## src/rtl/sram_rw_arbiter.sv

```systemverilog
// rtl/sram_rw_arbiter.sv - round-robin two-requester arbiter with zero-fill sequencer for a single-port RW SRAM
module sram_rw_arbiter #(
    parameter int ADDR_W = 9,
    parameter int DEPTH  = 512,
    parameter int DATA_W = 64,
    parameter int MASK_W = 8
) (
    input  logic              clock,
    input  logic              reset_n,
    input  logic              clear_req,
    output logic              init_busy,

    input  logic              a_req_valid,
    output logic              a_req_ready,
    input  logic              a_req_write,
    input  logic [ADDR_W-1:0] a_req_addr,
    input  logic [DATA_W-1:0] a_req_wdata,
    input  logic [MASK_W-1:0] a_req_wmask,
    output logic              a_resp_valid,
    output logic [DATA_W-1:0] a_resp_rdata,

    input  logic              b_req_valid,
    output logic              b_req_ready,
    input  logic              b_req_write,
    input  logic [ADDR_W-1:0] b_req_addr,
    input  logic [DATA_W-1:0] b_req_wdata,
    input  logic [MASK_W-1:0] b_req_wmask,
    output logic              b_resp_valid,
    output logic [DATA_W-1:0] b_resp_rdata,

    output logic [ADDR_W-1:0] RW0_addr,
    output logic              RW0_en,
    output logic              RW0_wmode,
    output logic [MASK_W-1:0] RW0_wmask,
    output logic [DATA_W-1:0] RW0_wdata,
    input  logic [DATA_W-1:0] RW0_rdata
);

    typedef enum logic {ST_INIT, ST_RUN} state_e;

    localparam logic [ADDR_W-1:0] LAST_ADDR = ADDR_W'(DEPTH - 1);

    state_e            state_q;
    logic [ADDR_W-1:0] init_addr_q;
    logic              prio_b_q, prio_b_d;
    logic              a_pend_q, a_pend_d;
    logic              b_pend_q, b_pend_d;
    logic              run;
    logic              grant_a, grant_b;

    // prio_b_q names the requester that wins the next contended cycle (0 = A).
    always_comb begin
        run      = (state_q == ST_RUN);
        grant_a  = run & a_req_valid & (~b_req_valid | ~prio_b_q);
        grant_b  = run & b_req_valid & (~a_req_valid | prio_b_q);
        prio_b_d = prio_b_q;
        if (grant_a) begin
            prio_b_d = 1'b1;
        end else if (grant_b) begin
            prio_b_d = 1'b0;
        end
        a_pend_d = grant_a & ~a_req_write;
        b_pend_d = grant_b & ~b_req_write;
    end

    always_ff @(posedge clock or negedge reset_n) begin
        if (!reset_n) begin
            state_q     <= ST_INIT;
            init_addr_q <= '0;
            prio_b_q    <= 1'b0;
            a_pend_q    <= 1'b0;
            b_pend_q    <= 1'b0;
        end else begin
            prio_b_q <= prio_b_d;
            a_pend_q <= a_pend_d;
            b_pend_q <= b_pend_d;
            case (state_q)
                ST_INIT: begin
                    if (init_addr_q == LAST_ADDR) begin
                        state_q     <= ST_RUN;
                        init_addr_q <= '0;
                    end else begin
                        init_addr_q <= init_addr_q + ADDR_W'(1);
                    end
                end
                ST_RUN: begin
                    if (clear_req) begin
                        state_q     <= ST_INIT;
                        init_addr_q <= '0;
                    end
                end
                default: state_q <= ST_INIT;
            endcase
        end
    end

    // RW0_en is gated by reset_n so the macro stays idle while reset is held,
    // yet the first zero-fill write lands on the first edge after release.
    always_comb begin
        RW0_en    = 1'b0;
        RW0_wmode = 1'b0;
        RW0_addr  = a_req_addr;
        RW0_wdata = a_req_wdata;
        RW0_wmask = a_req_wmask;
        if (!run) begin
            RW0_en    = reset_n;
            RW0_wmode = 1'b1;
            RW0_addr  = init_addr_q;
            RW0_wdata = '0;
            RW0_wmask = '1;
        end else if (grant_b) begin
            RW0_en    = 1'b1;
            RW0_wmode = b_req_write;
            RW0_addr  = b_req_addr;
            RW0_wdata = b_req_wdata;
            RW0_wmask = b_req_wmask;
        end else if (grant_a) begin
            RW0_en    = 1'b1;
            RW0_wmode = a_req_write;
        end
    end

    assign init_busy    = (state_q == ST_INIT);
    assign a_req_ready  = grant_a;
    assign b_req_ready  = grant_b;
    assign a_resp_valid = a_pend_q;
    assign b_resp_valid = b_pend_q;
    assign a_resp_rdata = a_pend_q ? RW0_rdata : '0;
    assign b_resp_rdata = b_pend_q ? RW0_rdata : '0;

endmodule

```

## config.mk

```make
export PLATFORM = sky130hd
export DESIGN_NAME = sram_rw_arbiter
export DESIGN_NICKNAME = d
export VERILOG_FILES = /design/src/rtl/sram_rw_arbiter.sv
export SDC_FILE = /design/constraint.sdc
export NUM_CORES = 1
export LEC_CHECK = 0
export ABC_AREA = 0
export ABC_CLOCK_PERIOD_IN_PS = 2100
export CAP_MARGIN = 30
export CORE_AREA = 3 3 171 173
export DETAILED_ROUTE_END_ITERATION = 12
export DIE_AREA = 0 0 174 176
export SLEW_MARGIN = 20
export SYNTH_ARGS = -nofsm -noshare
export SYNTH_HDL_FRONTEND = slang
export SYNTH_SLANG_ARGS = --single-unit
```

## constraint.sdc

```tcl
create_clock -name clock -period 2.1 [get_ports clock]
set_input_delay 0.42 -clock clock [delete_from_list [all_inputs] [get_ports clock]]
set_output_delay 0.42 -clock clock [all_outputs]
set_load 0.05 [all_outputs]
```

Word level (Yosys, flattened, before mapping)
Cells that the tools add are included.
{"block": "totals", "input_bits": 233, "word_cells": 45, "ramBits": 0, "latchBits": 0, "romBits": 0, "output_inout_bits": 216, "regBits": 13, "memories": 0}
{"block": "op_classes", "muxes": 22, "multipliers": 0, "magnitude_cmp": 0, "shifts": 0, "reduce_logical": 1, "n_eq_ne": 2, "n_bitwise": 14, "div_mod_pow": 0, "addsub": 1}
{"op": "64-bit 2-to-1 mux", "count": 4}
{"op": "9-bit 2-to-1 mux", "count": 4}
{"op": "9-bit one-hot mux with 2 select lines", "count": 1}
{"op": "8-bit 2-to-1 mux", "count": 2}
{"op": "1-bit 2-to-1 mux", "count": 10}
{"op": "9-bit by 1-bit adder with 9-bit output, second input constant", "count": 1}
{"op": "9-bit == test, second input constant", "count": 1}
{"op": "1-bit bitwise AND", "count": 6}
{"op": "1-bit NOT", "count": 6}
{"op": "2-bit != test, second input constant", "count": 1}
{"op": "1-bit bitwise OR", "count": 2}
{"op": "1-bit one-hot mux with 2 select lines", "count": 1}
{"op": "2-bit nonzero test", "count": 1}

Logic depth before layout (Yosys ltp)
{"block": "logic_depth", "depth_word": 6, "mapped_depth": 7, "ltp_nobuf": 7}

Least setup slack after synthesis
Ideal clock, no wire load.
{"block": "synth_timing", "path_kind": "input-to-output", "startpoint": "input b_req_valid", "endpoint": "output RW0_wdata[22]", "setup_slack_ns": -0.427, "path_stages": 5, "t_arrival_ns": 2.107, "path_buffers": 2, "required_ns": 1.680, "cell_sequence": "and2_1 and2_1 buf_6 buf_6 o21ai_0"}
{"block": "synth_via", "elab_chain_cells": 4}
{"element": "start: declaration", "line_no": "22", "rtl": "input logic b_req_valid,"}
{"element": "1-bit bitwise AND (2 in series)", "line_no": "55", "rtl": "grant_b = run & b_req_valid & (~a_req_valid | prio_b_q);"}
{"element": "64-bit 2-to-1 mux", "line_no": "111", "rtl": "end else if (grant_b) begin"}
{"element": "64-bit 2-to-1 mux", "line_no": "105", "rtl": "if (!run) begin"}
{"element": "end: declaration", "line_no": "35", "rtl": "output logic [DATA_W-1:0] RW0_wdata,"}
No other way between the ends.

Final worst setup path
{"block": "layout_timing", "startpoint": "register state_q (netlist: run)", "endpoint": "output RW0_wdata[49]"}
{"block": "layout_via", "elab_chain_cells": 4}
{"element": "start: declaration", "line_no": "43", "rtl": "state_e state_q;"}
{"element": "start signal: assignment", "line_no": "68", "rtl": "state_q <= ST_INIT;"}
{"element": "start signal: assignment", "line_no": "80", "rtl": "state_q <= ST_RUN;"}
{"element": "start signal: assignment", "line_no": "88", "rtl": "state_q <= ST_INIT;"}
{"element": "1-bit bitwise AND (2 in series)", "line_no": "55"}
{"element": "64-bit 2-to-1 mux", "line_no": "111"}
{"element": "64-bit 2-to-1 mux *", "line_no": "105"}
Mark *: on every way between the ends. The rest lies on a longest branch, timed or not.

==> impl_metrics.csv <==
group,metric,value,unit
status,violations,"setup timing",
job,cap_violations,0,
timing,rsz0062_at_grt,"yes",
place,portBuffers,448,
timing,period_share,1.05,
drt,firstDrtPassIters,4,
layout,drive_gt1_frac,0.400,
logic_synthesis,synth_area_leader_cell,"and2_1",
place,post_dp_cell_area,9440,um2
clock_tree,cts_hold_buf,0,
drt,routed_via_density,4.10,
clock_tree,insertion_delay,240,ps
clock_tree,max-clock-path-buffers,2,
global_routing,grt_max_degree,66,
critical_path,cp-start-kind,"register",
clock_tree,cts_sinks,13,
timing,finalSetupViolCount,61,
global_routing,grtUsageTotal,0.157,
timing,fin_crit,2200,ps
logic_synthesis,synth_cell_type_count,31,
timing,slew_viol_final,0,
place,hpwl,20.2,mm
drt,drtIter0Drc,193,
floorplan,die-area,30600,um2
logic_synthesis,syn_area_per_cell,5.83,um2
layout,layout_common_cells,"230 x clkdlybuf4s50_1, 147 x buf_12, 128 x and2_1",
global_routing,grt_pass1_vias,5671,
critical_path,worstSetupPathType,"reg -> out",
power_and_ir_drop,max-vdd-ir-drop,0.000248,V
floorplan,die_w,174,um
floorplan,core_area,27800,um2
drt,ant_nets,0,
global_routing,grt_pass1_wl,36.9,mm
clock_tree,clk_pin_slew,50,ps
drt,wl_per_cell,19.7,um
floorplan,rows,61,
power_and_ir_drop,cellLeakagePower,0.00412,uW
layout,fin_area,10700,um2
logic_synthesis,synth_top_area_share,0.279,
logic_synthesis,netlist_area,2920,um2
timing,tightest_slew,384,ps
global_routing,overflow,0,
layout,synthToLayoutAreaGrowth,268,%
timing,fin_ws,-104,ps
layout,final_common_cell,"clkdlybuf4s50_1",
global_routing,grt_antenna_before_repair,2,
logic_synthesis,synth_nets,735,
floorplan,die_y,176,um
drt,finalWirelength,26.3,mm
layout,nFillCells,2741,
power_and_ir_drop,p_total,3930,uW
floorplan,ios,449,
layout,fin_nets,1189,
critical_path,reg2reg_slack,120,ps
logic_synthesis,synth_sequential_area_ratio,0.112,
clock_tree,numCtsBuffers,3,
critical_path,end_kind,"output pin",
layout,regArea,329,um2
critical_path,required,1680,ps
power_and_ir_drop,power.density,366,nW/um2
timing,fin_worst_skew,0.662,ps
timing,hold_violations,0,
status,status,"finished, violations left",
clock_tree,h-tree-depth,1,
clock_tree,cts_tree,"yes",
timing,fmax,454,MHz
logic_synthesis,synth_area_leaders,"and2_1 28%, nand3_1 14%, dfrtp_1 11%",
critical_path,critical_path.max_fanout,7,
logic_synthesis,syn_inst,500,
floorplan,start_util,0.105,
timing,slew_headroom,0.744,
min_path,hold_class,"in -> async",
drt,vias,5458,
drt,drc_errors,0,
place,place.gp.congestion,0.783,
clock_tree,cts_root_buf,"clkbuf_16",
layout,multiInputGateArea,3050,um2
critical_path,crit_arrival,1780,ps
logic_synthesis,synth_seq_cells,13,
logic_synthesis,ys_warn_count,0,
-- flip-flops by register name, summed over array words and instances (netlist names) --
signal        cells
a_resp_valid      1
b_resp_valid      1
init_addr_q       9
prio_b_q          1
run               1
-- Yosys cell counts --
library cell,instances
nand4_1,1
nor2b_1,2
nand2b_1,1
clkbuf_1,28
a2bb2oi_1,1
o221ai_1,9
buf_4,3
buf_2,12
buf_6,7
inv_1,20
and3_1,1
o21ai_0,56
o22ai_1,2
nor2_2,1
ha_1,2
or2_1,1
buf_1,2
o21ai_1,14
or4_1,2
nand2_1,80
and2_1,130
a211oi_1,8
or3_1,1
nor3_1,3
o211ai_1,4
a21oi_1,12
dfrtp_1,13
nor2_1,3
nand3_1,79
a22o_1,1
and2b_1,1
-- path summary, 6_finish.rpt --
| path | start | to | cells after the start |
|---|---|---|---|
| worst max-delay path | run | RW0_wdata[49] | 7 |
| worst min-delay path | reset_n | init_addr_q[3] | 2 |
| worst max register to register | init_addr_q[0] | init_addr_q[5] | 7 |
| worst min register to register | init_addr_q[8] | init_addr_q[8] | 1 |
| max in group asynchronous | reset_n | run | 2 |
| min in group clock | init_addr_q[8] | init_addr_q[8] | 1 |
-- metal layers --
metal,wire (um),GRT usage
met4,471,0.0221
met3,2150,0.0434
met2,13800,0.298
met1,9850,0.178
met5,7,0
-- kinds of logic (layout without fill, tap and decap cells) --
kind of cell | Yosys count | count (layout) | share of synthesized area
buf+inv | 72 | 525 | 0.120
fa+ha+maj | 2 | 2 | 0.00858
simple gates | 306 | 306 | 0.551
other cells | 0 | 1 | 0
flops | 13 | 13 | 0.112
compound gates | 107 | 107 | 0.209
-- report_power, final --
group	internal (uW)	leakage, uW	total [uW]	switching, uW
combinational	1430	0.00391	3170	1740
clock	256	0.0000382	363	107
sequential	320	0.000170	394	73.9
-- per-stage QoR --
step	setup TNS, ps	utilization	instances	setup slack (ps)	hold WS (ps)
2_1_floorplan	-3550	-	500	-345	124
3_3_place_gp	-15230	0.340	1314	-239	535
3_5_place_dp	-15690	0.340	1314	-244	549
4_1_cts	-3940	0.372	1332	-164	522
5_1_grt	-6780	0.386	1332	-151	549
6_report	-3050	0.386	1332	-104	517
-- area by class of cell --
class	count	area share
repair buffers	501	0.626
multi-input cells	415	0.284
well taps	378	0.0441
flip-flops and latches	13	0.0307
clock buffers	4	0.00735
inverters	20	0.00735
diodes	1	0.000233
-- critical path: stages, from the launching register on --
cell and delay [ps]:
dfrtp_4 480, and2_4 150, and2_4 140, buf_12 140
buf_12 150, buf_12 150, o21ai_4 140, buf_8 170
-- timing repair --
action,4_1_cts,5_1_grt
cloned,7,1
pin swaps,47,7
gates resized for setup,141,72
endpoints found under the setup margin,85,83
buffers inserted,7,1
No activity file was read; power rests on OpenSTA's default activity.
